--- src/rtl/led_blink_multi.sv ---
// Multi-channel LED blinker: per-channel run-time config of mode, half-period and burst count,
// with a global sync strobe that phase-aligns every blinking channel.

module led_blink_ch #(
  parameter int CNT_WIDTH   = 24,
  parameter int RESET_MODE  = 2,
  parameter int RESET_HALF  = 25,
  parameter int RESET_BURST = 0
) (
  input  logic                 clk_i,
  input  logic                 rst_ni,
  input  logic                 wr_i,
  input  logic [1:0]           mode_i,
  input  logic [CNT_WIDTH-1:0] half_i,
  input  logic [CNT_WIDTH-1:0] burst_i,
  input  logic                 sync_i,
  output logic                 led_o,
  output logic                 done_o
);
  typedef enum logic [1:0] {M_OFF = 2'd0, M_ON = 2'd1, M_BLINK = 2'd2, M_BURST = 2'd3} mode_e;

  localparam logic [CNT_WIDTH-1:0] ONE = CNT_WIDTH'(1);

  mode_e                mode_q, mode_d;
  logic [CNT_WIDTH-1:0] half_q, half_d, rem_q, rem_d, cnt_q, cnt_d;
  logic                 led_q, led_d, done_q, done_d;
  logic [CNT_WIDTH-1:0] he;
  logic                 last;

  assign he   = (half_q == '0) ? ONE : half_q;
  assign last = (cnt_q == he - ONE);

  always_ff @(posedge clk_i or negedge rst_ni) begin
    if (!rst_ni) begin
      mode_q <= mode_e'(2'(RESET_MODE));
      half_q <= CNT_WIDTH'(RESET_HALF);
      rem_q  <= CNT_WIDTH'(RESET_BURST);
      cnt_q  <= '0;
      led_q  <= 1'b0;
      done_q <= 1'b0;
    end else begin
      mode_q <= mode_d;
      half_q <= half_d;
      rem_q  <= rem_d;
      cnt_q  <= cnt_d;
      led_q  <= led_d;
      done_q <= done_d;
    end
  end

  // Priority: write to this channel, then sync, then normal counting.
  always_comb begin
    mode_d = mode_q;
    half_d = half_q;
    rem_d  = rem_q;
    cnt_d  = cnt_q;
    led_d  = led_q;
    done_d = 1'b0;
    if (wr_i) begin
      mode_d = mode_e'(mode_i);
      half_d = half_i;
      rem_d  = burst_i;
      cnt_d  = '0;
      led_d  = (mode_e'(mode_i) == M_ON);
      if (mode_e'(mode_i) == M_BURST && burst_i == '0) begin
        mode_d = M_OFF;
        done_d = 1'b1;
      end
    end else if (sync_i && (mode_q == M_BLINK || mode_q == M_BURST)) begin
      cnt_d = '0;
      led_d = 1'b0;
    end else begin
      case (mode_q)
        M_OFF: begin cnt_d = '0; led_d = 1'b0; end
        M_ON:  begin cnt_d = '0; led_d = 1'b1; end
        default: begin
          if (last) begin
            cnt_d = '0;
            led_d = ~led_q;
            // A burst counts its blinks on the falling toggle; the last one ends the burst.
            if (mode_q == M_BURST && led_q) begin
              rem_d = rem_q - ONE;
              if (rem_q <= ONE) begin
                rem_d  = '0;
                mode_d = M_OFF;
                done_d = 1'b1;
              end
            end
          end else begin
            cnt_d = cnt_q + ONE;
          end
        end
      endcase
    end
  end

  always_comb begin
    led_o  = led_q;
    done_o = done_q;
  end
endmodule

module led_blink_multi #(
  parameter int NUM_CH      = 4,
  parameter int CNT_WIDTH   = 24,
  parameter int RESET_MODE  = 2,
  parameter int RESET_HALF  = 25,
  parameter int RESET_BURST = 0,
  localparam int CH_W       = (NUM_CH > 1) ? $clog2(NUM_CH) : 1
) (
  input  logic                 i_Clk,
  input  logic                 i_Rst_L,
  input  logic                 i_Cfg_Wr,
  input  logic [CH_W-1:0]      i_Cfg_Ch,
  input  logic [1:0]           i_Cfg_Mode,
  input  logic [CNT_WIDTH-1:0] i_Cfg_Half,
  input  logic [CNT_WIDTH-1:0] i_Cfg_Burst,
  input  logic                 i_Sync,
  output logic [NUM_CH-1:0]    o_LED,
  output logic [NUM_CH-1:0]    o_Burst_Done
);
  // Out-of-range channel numbers match no instance, so such writes fall on the floor.
  for (genvar n = 0; n < NUM_CH; n++) begin : g_ch
    led_blink_ch #(
      .CNT_WIDTH  (CNT_WIDTH),
      .RESET_MODE (RESET_MODE),
      .RESET_HALF (RESET_HALF),
      .RESET_BURST(RESET_BURST)
    ) u_ch (
      .clk_i  (i_Clk),
      .rst_ni (i_Rst_L),
      .wr_i   (i_Cfg_Wr && (i_Cfg_Ch == CH_W'(n))),
      .mode_i (i_Cfg_Mode),
      .half_i (i_Cfg_Half),
      .burst_i(i_Cfg_Burst),
      .sync_i (i_Sync),
      .led_o  (o_LED[n]),
      .done_o (o_Burst_Done[n])
    );
  end
endmodule

--- config.mk ---
export PLATFORM = sky130hd
export DESIGN_NAME = led_blink_multi
export DESIGN_NICKNAME = d
export VERILOG_FILES = /design/src/rtl/led_blink_multi.sv
export SDC_FILE = /design/constraint.sdc
export NUM_CORES = 1
export LEC_CHECK = 0
export BUFFER_PORTS_ARGS = -buffer_cell sky130_fd_sc_hd__buf_2
export CORE_MARGIN = 3
export CORE_UTILIZATION = 60
export CTS_BUF_LIST = sky130_fd_sc_hd__clkbuf_16
export DETAILED_ROUTE_END_ITERATION = 7
export GPL_TIMING_DRIVEN = 0
export HOLD_SLACK_MARGIN = 0.05
export PLACE_DENSITY_LB_ADDON = 0.2
export SLEW_MARGIN = 20
export SYNTH_ARGS = -nofsm -noshare
export SYNTH_HDL_FRONTEND = slang
export SYNTH_SLANG_ARGS = --single-unit
--- constraint.sdc ---
create_clock -name i_Clk -period 6.3 [get_ports i_Clk]
set_input_delay 0.63 -clock i_Clk [delete_from_list [all_inputs] [get_ports i_Clk]]
set_output_delay 0.63 -clock i_Clk [all_outputs]
set_load 0.01 [all_outputs]
==> results of run 1 <==
-- metrics by stage --
step	setup TNS [ns]	power [mW]	util
final	0	5.61	0.681
after global routing	0	5.87	0.681
after CTS	0	5.61	0.681
after detailed placement	0	3.57	0.644
after global placement	-294.58	3.52	0.641
after floorplan	0	3.18	-
-- layer usage --
layer  vias up  routed length, um  track usage
met5         -                  0            0
met4         0               3370        0.170
met3       218               5430       0.0602
met2       978              26900        0.558
met1      8862              24000        0.465
li1       8443                  -            -
-- sequential cells by signal, summed over array words and instances (netlist names) --
| register | cells |
|---|---|
| g_ch.u_ch.rem_q | 96 |
| g_ch.u_ch.led_o | 4 |
| g_ch.u_ch.half_q | 96 |
| g_ch.u_ch.done_o | 4 |
| g_ch.u_ch.cnt_q | 96 |
| g_ch.u_ch.mode_q | 8 |
-- worst register-to-register path, stage by stage, from the launching register on --
cell and delay (ns):
sky130_fd_sc_hd__dfrtp_1 0.46, sky130_fd_sc_hd__or3_1 0.14, sky130_fd_sc_hd__buf_2 0.19, sky130_fd_sc_hd__nor3_1 0.12, sky130_fd_sc_hd__a31oi_1 0.33, sky130_fd_sc_hd__ha_1 0.29
sky130_fd_sc_hd__nor4b_1 0.55, sky130_fd_sc_hd__nand2_1 0.36, sky130_fd_sc_hd__o41a_1 0.50, sky130_fd_sc_hd__a2111oi_0 0.64, sky130_fd_sc_hd__o2111ai_1 0.39, sky130_fd_sc_hd__nor3_2 0.60
sky130_fd_sc_hd__clkbuf_1 0.51, sky130_fd_sc_hd__a21oi_1 0.16, sky130_fd_sc_hd__a211o_1 0.25
-- layout by cell type (no fill, tap or decap), types with 47 or more instances in the layout --
master	Yosys	final
sky130_fd_sc_hd__a21oi_1	56	56
sky130_fd_sc_hd__and3_1	47	47
sky130_fd_sc_hd__buf_2	3	65
sky130_fd_sc_hd__clkbuf_1	99	99
sky130_fd_sc_hd__dfrtp_1	288	288
sky130_fd_sc_hd__inv_1	50	57
sky130_fd_sc_hd__nand2_1	452	452
sky130_fd_sc_hd__nand3_1	108	108
sky130_fd_sc_hd__nor2_1	266	266
sky130_fd_sc_hd__nor3_1	75	75
sky130_fd_sc_hd__nor4_1	51	49
sky130_fd_sc_hd__o21ai_0	74	74
sky130_fd_sc_hd__or3_1	51	51
sky130_fd_sc_hd__xnor2_1	90	90
sky130_fd_sc_hd__xor2_1	93	93
-- final cells by class --
cell class / instances / area (um2) / share of cell area
clock buffer: 37 / 926 / 0.0440
multi-input combinational: 1849 / 10700 / 0.509
sequential: 304 / 7630 / 0.362
inverter: 50 / 188 / 0.00891
clock inverter: 26 / 208 / 0.00986
buffer: 118 / 477 / 0.0226
tap: 396 / 495 / 0.0235
timing repair buffer: 67 / 418 / 0.0198
-- power breakdown --
group          internal, mW  switching [mW]
Sequential             2.18           0.261
Combinational         0.451           0.688
Clock                  1.19           0.845
Total                  3.82            1.79
-- repair_timing --
action / in CTS / in global routing
endpoints found under the hold margin: 11 / 0
setup endpoints to repair: 0 / 0
hold buffers: 1 / 0
-- cell families after synthesis --
logic type | Yosys count
and+or+nand+nor | 1235
AOI/OAI and AO/OA | 383
DFF | 304
xor gates and xnor gates | 184
buffers and inverters | 168
muxes | 31
adders and majority gates | 16
-- how the worst max path moves through the flow --
| stage | start | end | depth (start not counted) |
|---|---|---|---|
| after floorplan | g_ch[0].u_ch.half_q[2] | g_ch[0].u_ch.rem_q[23] | 17 |
| after global placement | i_Rst_L | g_ch[3].u_ch.rem_q[15] | 1 |
| after detailed placement | g_ch[0].u_ch.half_q[2] | g_ch[0].u_ch.rem_q[22] | 18 |
| after CTS | g_ch[0].u_ch.half_q[2] | g_ch[0].u_ch.rem_q[19] | 18 |
| after global routing | g_ch[1].u_ch.half_q[11] | g_ch[1].u_ch.rem_q[21] | 17 |
| final | g_ch[3].u_ch.half_q[17] | g_ch[3].u_ch.rem_q[15] | 14 |
==> metrics, run 1 <==
run status=completed; Layout Cells excl Fill=2847; CORE AREA=a little over 0.03 mm2; number of H-tree levels=2; largest net degree at the start of global routing=100; Primary FF master, synth=sky130_fd_sc_hd__dfrtp_1; Achievable Freq=179 MHz; number of nets in the synthesized netlist=2393; RD Place Congestion=0.964; placed cell area=0.0199 mm2; area of the mapped netlist=0.0190 mm2; setup slack on the worst flop-to-flop path=0.72 ns; minimum setup slack in the final design=0.718 ns; synthesized instance count=2321; vias post-DR=18500; cells along the critical path=or3_1 > buf_2 > nor3_1 > a31oi_1 > ha_1 > nor4b_1 > nand2_1 > o41a_1 > a2111oi_0 > o2111ai_1 > nor3_2 > clkbuf_1 > a21oi_1 > a211o_1; clock sink total=304; number of maximum-capacitance constraint violations=0; classification of the worst setup path=flop to flop; total non-filler cell area in the finished layout=0.0211 mm2; Final Skew=0.0200 ns; adder-cell share of the synthesized area=0.0105; gr ovfl total=0; share of the yosys chip area belonging to registers=0.401; most frequently used cell type in the post-synthesis netlist=sky130_fd_sc_hd__nand2_1; flop and latch count out of synthesis=304; Filler Cells Inserted=2523; aggregate global-route resource usage=0.350; compound-cell area share of the yosys netlist=0.141; end point of the worst hold path=g_ch[2].u_ch.half_q[17]; biggest area consumer among synthesized cells=sky130_fd_sc_hd__dfrtp_1; WL/cell=21.0 um; category of cells accounting for the largest share of critical-path delay=compound AO/OA/AOI/OAI gates; ratio of total power to cell area=roughly 270 mW/mm2; dominant cells by area after synthesis=sky130_fd_sc_hd__dfrtp_1, sky130_fd_sc_hd__nand2_1, sky130_fd_sc_hd__nor2_1; parity-gate share of the synthesized area counting xor and xnor cells=0.0852; crit path max fanout=10; maximum cell stage delay along the critical path=0.64 ns; required time of the critical path=6.72 ns; remaining routing DRC violations=0; CTS tree=built; origin of the worst min-delay path=i_Cfg_Half[17]; Die ar.=0.0338 mm2; area share of the largest cell type after synthesis=0.379; Yosys warning total=0; proportion of register bits with asynchronous set or reset after synthesis=1.00; cell depth of the worst hold path=3; Slew headroom=0.247; number of setup buffers added after CTS=0; Starting Density=0.615; via count of the first global-routing pass=between 15000 and 20000; clock latency reported for the late side of the worst-skew pair=0.54 ns; Critical Path Source Type=flop; combined buffer and inverter count along the critical path=2; arrival time of the worst setup path=6.00 ns; count of flip-flops with a built-in enable after synthesis=0; Post-DRT Antenna Nets=0; placed wire-length estimate=42300 um; minimum clock period after layout=5.58 ns; Syn-to-layout area delta=10.8%; final hold viol count=0; number of antenna violations at the first check in global routing=0; Vert. Die Dim=184 um; n_diodes=0; number of gates resized after CTS=0; share of synthesized area spent on multiplexers=0.0169; worst hold path class=input port to flop; number of buffers created by CTS=36; main combinational cell family by area after synthesis=simple AND/OR/NAND/NOR gates; Die Wd=about 180 um; VDD IR-drop max=0.217 mV; Worst Setup Slack post-DPL=roughly 0.55 ns; final hold slack=~0.40 ns; Final #Nets=between 2000 and 2500; slowest library cell on the worst path=sky130_fd_sc_hd__a2111oi_0; Worst Reg2Reg Path Length in Cells=14; number of iterations in the first detailed-routing pass=6; share of the clock period used by the worst path=0.886; CTS clock-pin slew for the worst setup and hold paths=0.06 ns; start of the worst register-to-register path=g_ch[3].u_ch.half_q[17]; Avg Cell Area, Syn=8.19 um2; Worst Setup End Kind=flop; setup repair after global routing missed its margin=false; count of standard-cell rows=64; Post-Synth Simple-Gate Area=0.310; number of buffers inserted by port buffering=63; Final setup violation count=0; share of final-layout standard cells stronger than drive strength 1=0.0775; number of vias per cell=6.50; total routed wirelength=59800 um; clock buffer depth=3; Post-Place Cells=2783; io pins=64; DRT iter0 DRCs=2083; slew of the pin with the lowest slew margin=~1.1 ns; leakage power figure=8.81 nW; root buffer selected by CTS=sky130_fd_sc_hd__clkbuf_16; Worst R2R End=g_ch[3].u_ch.rem_q[15]; global-route wire length before repair=94400 um; synth cell count leaders=sky130_fd_sc_hd__nand2_1, sky130_fd_sc_hd__dfrtp_1, sky130_fd_sc_hd__nor2_1; post-synthesis cell type count=between 80 and 90; final-report max-slew violation count=0
No activity file was read; power rests on OpenSTA's default activity.
==> inputs of run 2 (changes only) <==
--- a/config.mk
+++ b/config.mk
@@ -7,7 +7,7 @@
 export LEC_CHECK = 0
 export BUFFER_PORTS_ARGS = -buffer_cell sky130_fd_sc_hd__buf_2
 export CORE_MARGIN = 3
-export CORE_UTILIZATION = 60
+export CORE_UTILIZATION = 39
 export CTS_BUF_LIST = sky130_fd_sc_hd__clkbuf_16
 export DETAILED_ROUTE_END_ITERATION = 7
 export GPL_TIMING_DRIVEN = 0
==> metrics, run 2 (synthesis gave the netlist of run 1 again) <==
worst setup path endpoint=g_ch[2].u_ch.rem_q[10] (was g_ch[3].u_ch.rem_q[15]); cells along the critical path=clkbuf_1 > nor4_1 > and2_1 > clkbuf_1 > a31oi_1 > ha_1 > nor3b_1 > and3_1 > clkbuf_1 > nor2_1 > nor3_1 > o2111ai_1 > nor4_1 > nand4_1 > nand2b_1 > o311ai_0 (was or3_1 > buf_2 > nor3_1 > a31oi_1 > ha_1 > nor4b_1 > nand2_1 > o41a_1 > a2111oi_0 > o2111ai_1 > nor3_2 > clkbuf_1 > a21oi_1 > a211o_1); share of final-layout standard cells stronger than drive strength 1=0.0790 (was 0.0775); leakage power figure=8.85 nW (was 8.81 nW); io pins=64 (unchanged); final core utilization=0.446 (was 0.681); share of the clock period used by the worst path=0.911 (was 0.886); Starting Density=0.396 (was 0.615); CTS clock-pin slew for the worst setup and hold paths=0.06 ns (about the same); Worst Reg2Reg Path Length in Cells=16 (was 14); Final setup violation count=0 (unchanged); global-route wire length before repair=99700 um (was 94400 um); largest net degree at the start of global routing=95 (was 100); VDD IR-drop max=0.191 mV (was 0.217 mV); number of buffers created by CTS=38 (was 36); Syn-to-layout area delta=12.6% (was 10.8%); via count of the first global-routing pass=17300 (was 17600); arrival time of the worst setup path=6.15 ns (was 6.00 ns); depth of the critical timing path with buffers and inverters included=16 (was 14); final hold viol count=0 (unchanged); combined buffer and inverter count along the critical path=3 (was 2); Final #Nets=2500 (was 2498); vias post-DR=18200 (was 18500); minimum clock period after layout=5.74 ns (was 5.58 ns); placed wire-length estimate=45900 um (was 42300 um); total routed wirelength=64100 um (was 59800 um); most frequent cells in the layout=sky130_fd_sc_hd__nand2_1, sky130_fd_sc_hd__dfrtp_1, sky130_fd_sc_hd__nor2_1, sky130_fd_sc_hd__nand3_1, sky130_fd_sc_hd__clkbuf_1 (unchanged); maximum cell stage delay along the critical path=0.69 ns (was 0.64 ns); aggregate global-route resource usage=0.248 (was 0.350); final-layout setup total negative slack=0 ns (unchanged); classification of the worst setup path=flop to flop (unchanged); slowest library cell on the worst path=sky130_fd_sc_hd__nor3b_1 (was sky130_fd_sc_hd__a2111oi_0); Worst R2R End=g_ch[2].u_ch.rem_q[10] (was g_ch[3].u_ch.rem_q[15]); most common cell after layout, fill and taps aside=sky130_fd_sc_hd__nand2_1 (unchanged); RD Place Congestion=0.914 (was 0.964); category of cells accounting for the largest share of critical-path delay=simple AND/OR/NAND/NOR gates (was compound AO/OA/AOI/OAI gates); Post-DRT Antenna Nets=0 (unchanged); final-report max-slew violation count=0 (unchanged); slew of the pin with the lowest slew margin=0.867 ns (was 1.12 ns); CP Launch Point=g_ch[2].u_ch.half_q[20] (was g_ch[3].u_ch.half_q[17]); Die Wd=227 um (was 184 um); setup repair after global routing missed its margin=false (unchanged); origin of the worst min-delay path=i_Cfg_Half[10] (was i_Cfg_Half[17]); worst hold path class=input port to flop (unchanged); DRT iter0 DRCs=1495 (was 2083); crit path max fanout=9 (was 10); Critical Path Source Type=flop (unchanged); number of antenna violations at the first check in global routing=3 (was 0); WL/cell=20.9 um (was 21.0 um); run status=completed (unchanged); Worst Setup End Kind=flop (unchanged); Vert. Die Dim=227 um (was 184 um); clock latency reported for the late side of the worst-skew pair=0.56 ns (was 0.54 ns); number of buffers inserted by port buffering=63 (unchanged); CORE AREA=0.0479 mm2 (was 0.0309 mm2); clock buffer depth=3 (unchanged); setup slack on the worst flop-to-flop path=0.56 ns (was 0.72 ns); number of vias per cell=5.92 (was 6.50); most numerous cell on the critical path=sky130_fd_sc_hd__clkbuf_1; number of maximum-capacitance constraint violations=0 (unchanged); ratio of total power to cell area=266 mW/mm2 (about the same); Die ar.=0.0514 mm2 (was 0.0338 mm2); Slew headroom=0.417 (was 0.247); gr ovfl total=0 (unchanged); number of iterations in the first detailed-routing pass=6 (unchanged); Achievable Freq=174 MHz (was 179 MHz); start of the worst register-to-register path=g_ch[2].u_ch.half_q[20] (was g_ch[3].u_ch.half_q[17]); Final Skew=0.0134 ns (was 0.0200 ns); required time of the critical path=6.72 ns (about the same); cell depth of the worst hold path=3 (unchanged); CTS tree=built (unchanged); count of standard-cell rows=80 (was 64); n_diodes=0 (unchanged); clock sink total=304 (unchanged); number of H-tree levels=2 (unchanged); largest registers in the final layout=g_ch.u_ch.cnt_q x96, g_ch.u_ch.half_q x96, g_ch.u_ch.rem_q x96 (unchanged); remaining routing DRC violations=0 (unchanged); root buffer selected by CTS=sky130_fd_sc_hd__clkbuf_16 (unchanged)
-- run 2: metrics by stage --
step / area [um2] / power [mW] / setup WS, ns / instances / hold WS, ns
2_1_floorplan: 19000 / 3.18 / 1.74 / 2321 / 0.334
3_3_place_gp: 20100 / 3.55 / -1.40 / 2999 / 0.467
3_5_place_dp: 20200 / 3.59 / 0.435 / 3002 / 0.469
4_1_cts: 21400 / 5.73 / 0.401 / 3072 / 0.337
5_1_grt: 21400 / 6.00 / 0.246 / 3072 / 0.345
6_report: 21400 / 5.70 / 0.561 / 3072 / 0.365
-- run 2: report_power, final --
| group | internal, mW | switching, mW |
|---|---|---|
| clock network | 1.21 | 0.901 |
| logic | 0.451 | 0.689 |
| registers | 2.18 | 0.268 |
| total | 3.84 | 1.86 |
-- run 2: how the worst min path moves through the flow --
stage	endpoint	slack (ns)
detailed placement	g_ch[2].u_ch.half_q[0]	0.47
global route	g_ch[1].u_ch.half_q[3]	0.34
global placement	g_ch[2].u_ch.half_q[0]	0.47
CTS	g_ch[2].u_ch.half_q[22]	0.34
finish	g_ch[0].u_ch.half_q[10]	0.37
floorplan	g_ch[0].u_ch.cnt_q[0]	0.33
-- run 2: layout make-up --
type,instances,area [um2]
sequential,304,7630
timing repair buffer,67,418
buffer,118,477
fill,4777,26500
inverter,50,188
tap,615,769
clock buffer,41,1030
clock inverter,28,164
multi-input combinational,1849,10700
-- run 2: timing repair --
item                                   in CTS  in global routing
endpoints found under the hold margin      52                  0
resized for setup                           0                  0
hold buffers                                1                  0
setup buffers                               0                  0
-- run 2: worst register-to-register path: cells and delay by family (launching register included) --
| kind | cells | cell delay (ns) |
|---|---|---|
| AND/OR/NAND/NOR | 9 | 3.22 |
| AO/OA/AOI/OAI | 3 | 0.93 |
| buffers and inverters | 3 | 0.87 |
| flip-flops | 1 | 0.32 |
| adder cells (fa/ha/maj) | 1 | 0.25 |
-- run 2: metal layers --
metal | global-route usage | vias to the layer above | wire (um) | share of wire
met3 | 0.0346 | 142 | 4650 | 0.073
met1 | 0.344 | 8858 | 28000 | 0.44
met5 | 0 | - | 36 | 0.00056
met4 | 0.0882 | 6 | 2170 | 0.034
li1 | - | 8450 | - | -
met2 | 0.395 | 740 | 29200 | 0.46
==> inputs of run 3 (changes only) <==
--- a/config.mk
+++ b/config.mk
@@ -10,7 +10,7 @@
 export CORE_UTILIZATION = 39
 export CTS_BUF_LIST = sky130_fd_sc_hd__clkbuf_16
 export DETAILED_ROUTE_END_ITERATION = 7
-export GPL_TIMING_DRIVEN = 0
+export GPL_TIMING_DRIVEN = 1
 export HOLD_SLACK_MARGIN = 0.05
 export PLACE_DENSITY_LB_ADDON = 0.2
 export SLEW_MARGIN = 20
==> metrics, run 3 (synthesis gave the netlist of run 1 again) <==
run status=completed (unchanged); CP Launch Point=g_ch[3].u_ch.half_q[17] (was g_ch[2].u_ch.half_q[20]); number of iterations in the first detailed-routing pass=5 (was 6); clock latency reported for the late side of the worst-skew pair=0.56 ns (about the same); CTS tree=built (unchanged); maximum cell stage delay along the critical path=0.84 ns (was 0.69 ns); number of gates resized after CTS=0 (unchanged); RD Place Congestion=0.936 (was 0.914); Final setup violation count=0 (unchanged); Die ar.=0.0514 mm2 (unchanged); clock buffer depth=3 (unchanged); Die Wd=227 um (unchanged); final-layout setup total negative slack=0 ns (unchanged); setup repair after global routing missed its margin=false (unchanged); Post-DRT Antenna Nets=0 (unchanged); Final #Nets=2401 (was 2500); required time of the critical path=6.77 ns (was 6.72 ns); largest net degree at the start of global routing=151 (was 95); most common cell after layout, fill and taps aside=sky130_fd_sc_hd__nand2_1 (unchanged); Syn-to-layout area delta=10.8% (was 12.6%); crit path max fanout=18 (was 9); global-route wire length before repair=94700 um (was 99700 um); placed wire-length estimate=40400 um (was 45900 um); Final Total Pwr=5.72 mW (was 5.70 mW); number of setup buffers added after CTS=0 (unchanged); clock share of power=0.382 (was 0.371); arrival time of the worst setup path=5.79 ns (was 6.15 ns); share of final-layout standard cells stronger than drive strength 1=0.0878 (was 0.0790); classification of the worst setup path=flop to flop (unchanged); Achievable Freq=188 MHz (was 174 MHz); Critical Path Source Type=flop (unchanged); CORE AREA=0.0479 mm2 (unchanged); aggregate global-route resource usage=0.231 (was 0.248); number of maximum-capacitance constraint violations=0 (unchanged); power dissipated by switching net loads=1.82 mW (was 1.86 mW); root buffer selected by CTS=sky130_fd_sc_hd__clkbuf_16 (unchanged); most frequent cells in the layout=sky130_fd_sc_hd__nand2_1, sky130_fd_sc_hd__dfrtp_1, sky130_fd_sc_hd__nor2_1, sky130_fd_sc_hd__nand3_1, sky130_fd_sc_hd__xor2_1 (was sky130_fd_sc_hd__nand2_1, sky130_fd_sc_hd__dfrtp_1, sky130_fd_sc_hd__nor2_1, sky130_fd_sc_hd__nand3_1, sky130_fd_sc_hd__clkbuf_1); remaining routing DRC violations=0 (unchanged); DRT iter0 DRCs=1459 (was 1495); largest registers in the final layout=g_ch.u_ch.cnt_q x96, g_ch.u_ch.half_q x96, g_ch.u_ch.rem_q x96 (unchanged); number of H-tree levels=2 (unchanged); clock sink total=304 (unchanged); io pins=64 (unchanged); via count of the first global-routing pass=16800 (was 17300); Vert. Die Dim=227 um (unchanged); final-report max-slew violation count=0 (unchanged); gr ovfl total=0 (unchanged); fraction of power consumed by combinational cells=0.188 (was 0.200); cells along the critical path=or3_1 > nor3_1 > a31oi_1 > ha_1 > nor4b_1 > nand2_1 > o41a_1 > a2111oi_0 > nand4b_1 > or4_1 > or4_1 > a31oi_1 (was clkbuf_1 > nor4_1 > and2_1 > clkbuf_1 > a31oi_1 > ha_1 > nor3b_1 > and3_1 > clkbuf_1 > nor2_1 > nor3_1 > o2111ai_1 > nor4_1 > nand4_1 > nand2b_1 > o311ai_0); CTS clock-pin slew for the worst setup and hold paths=0.06 ns (about the same); worst hold path class=input port to asynchronous set/reset pin (was input port to flop); share of the clock period used by the worst path=0.844 (was 0.911); Slew headroom=0.262 (was 0.417); Int Pwr=3.90 mW (was 3.84 mW); vias post-DR=17400 (was 18200); count of hold-fix buffers inserted at cts=0 (was 1); number of buffers inserted by port buffering=63 (unchanged); Final Skew=0.0244 ns (was 0.0134 ns); Worst Setup End Kind=flop (unchanged); count of standard-cell rows=80 (unchanged); slowest library cell on the worst path=sky130_fd_sc_hd__or4_1 (was sky130_fd_sc_hd__nor3b_1); register share of total power=0.430 (was 0.429); number of vias per cell=5.87 (was 5.92); total routed wirelength=59000 um (was 64100 um); ratio of total power to cell area=272 mW/mm2 (was 266 mW/mm2); Sw Ratio=0.318 (was 0.326); number of antenna violations at the first check in global routing=0 (was 3); number of buffers created by CTS=38 (unchanged); slew of the pin with the lowest slew margin=1.10 ns (was 0.867 ns); minimum clock period after layout=5.32 ns (was 5.74 ns); Starting Density=0.396 (unchanged); final hold viol count=0 (unchanged); n_diodes=0 (unchanged); VDD IR-drop max=0.169 mV (was 0.191 mV); start of the worst register-to-register path=g_ch[3].u_ch.half_q[17] (was g_ch[2].u_ch.half_q[20]); WL/cell=19.8 um (was 20.9 um); leakage power figure=8.75 nW (was 8.85 nW)
[run 3: changes by cell type in the layout (fill, tap and decap cells not counted), sizes merged]
| cell | previous run | this run |
|---|---|---|
| clkinv | 13 | 15 |
| clkinvlp | 4 | 3 |
| bufinv | 1 | 4 |
| clkbuf | 140 | 39 |
| buf | 85 | 86 |
| inv | 60 | 57 |
| dlygate4sd3 | 1 | 0 |
[run 3: path summary, 6_finish.rpt]
check / slack, ns / to / cells past startpoint
setup / recovery: 0.98 / g_ch[3].u_ch.rem_q[19] / 12
hold / removal: 0.08 / g_ch[0].u_ch.cnt_q[0] / 1
setup reg to reg: 0.98 / g_ch[3].u_ch.rem_q[19] / 12
hold reg to reg: 0.48 / g_ch[2].u_ch.half_q[0] / 2
max in group asynchronous: 4.78 / g_ch[3].u_ch.rem_q[3] / 2
min in group i_Clk: 0.36 / g_ch[1].u_ch.half_q[23] / 3
[run 3: cell type report]
class	count	area, um2
clock inverter	29	249
fill	4757	26900
multi-input combinational	1849	10700
sequential	304	7630
inverter	50	188
timing repair buffer	86	510
tap	615	769
clock buffer	39	976
[run 3: routing by layer]
layer	track usage	part of all wire	vias to the layer above
met3	0.0304	0.058	122
met2	0.368	0.45	521
met4	0.0913	0.039	0
li1	-	-	8249
met1	0.320	0.45	8541
met5	0	0	-
[run 3: metrics by stage]
stage	cell area, um2	worst slack [ns]	std cells	hold WS (ns)	utilization
2_1_floorplan	19000	1.74	2321	0.334	-
3_3_place_gp	19800	1.09	2904	0.465	0.414
3_5_place_dp	19800	1.03	2904	0.467	0.414
4_1_cts	21100	0.981	2972	0.138	0.439
5_1_grt	21100	0.344	2972	0.153	0.439
6_report	21100	0.981	2972	0.0756	0.439
[run 3: critical path: cells and delay by family (launching register included)]
kind | cells | cell delay, ns
flops | 1 | 0.43
simple gates | 7 | 2.92
fa+ha+maj | 1 | 0.26
compound gates | 4 | 1.60
[run 3: power groups by stage]
| stage | Sequential, mW | Combinational (mW) | Clock (mW) |
|---|---|---|---|
| 2_1_floorplan | 2.38 | 0.799 | 0 |
| 3_3_place_gp | 2.48 | 1.05 | 0 |
| 3_5_place_dp | 2.48 | 1.07 | 0 |
| 4_1_cts | 2.45 | 1.08 | 2.24 |
| 5_1_grt | 2.50 | 1.21 | 2.33 |
| 6_report | 2.46 | 1.08 | 2.19 |
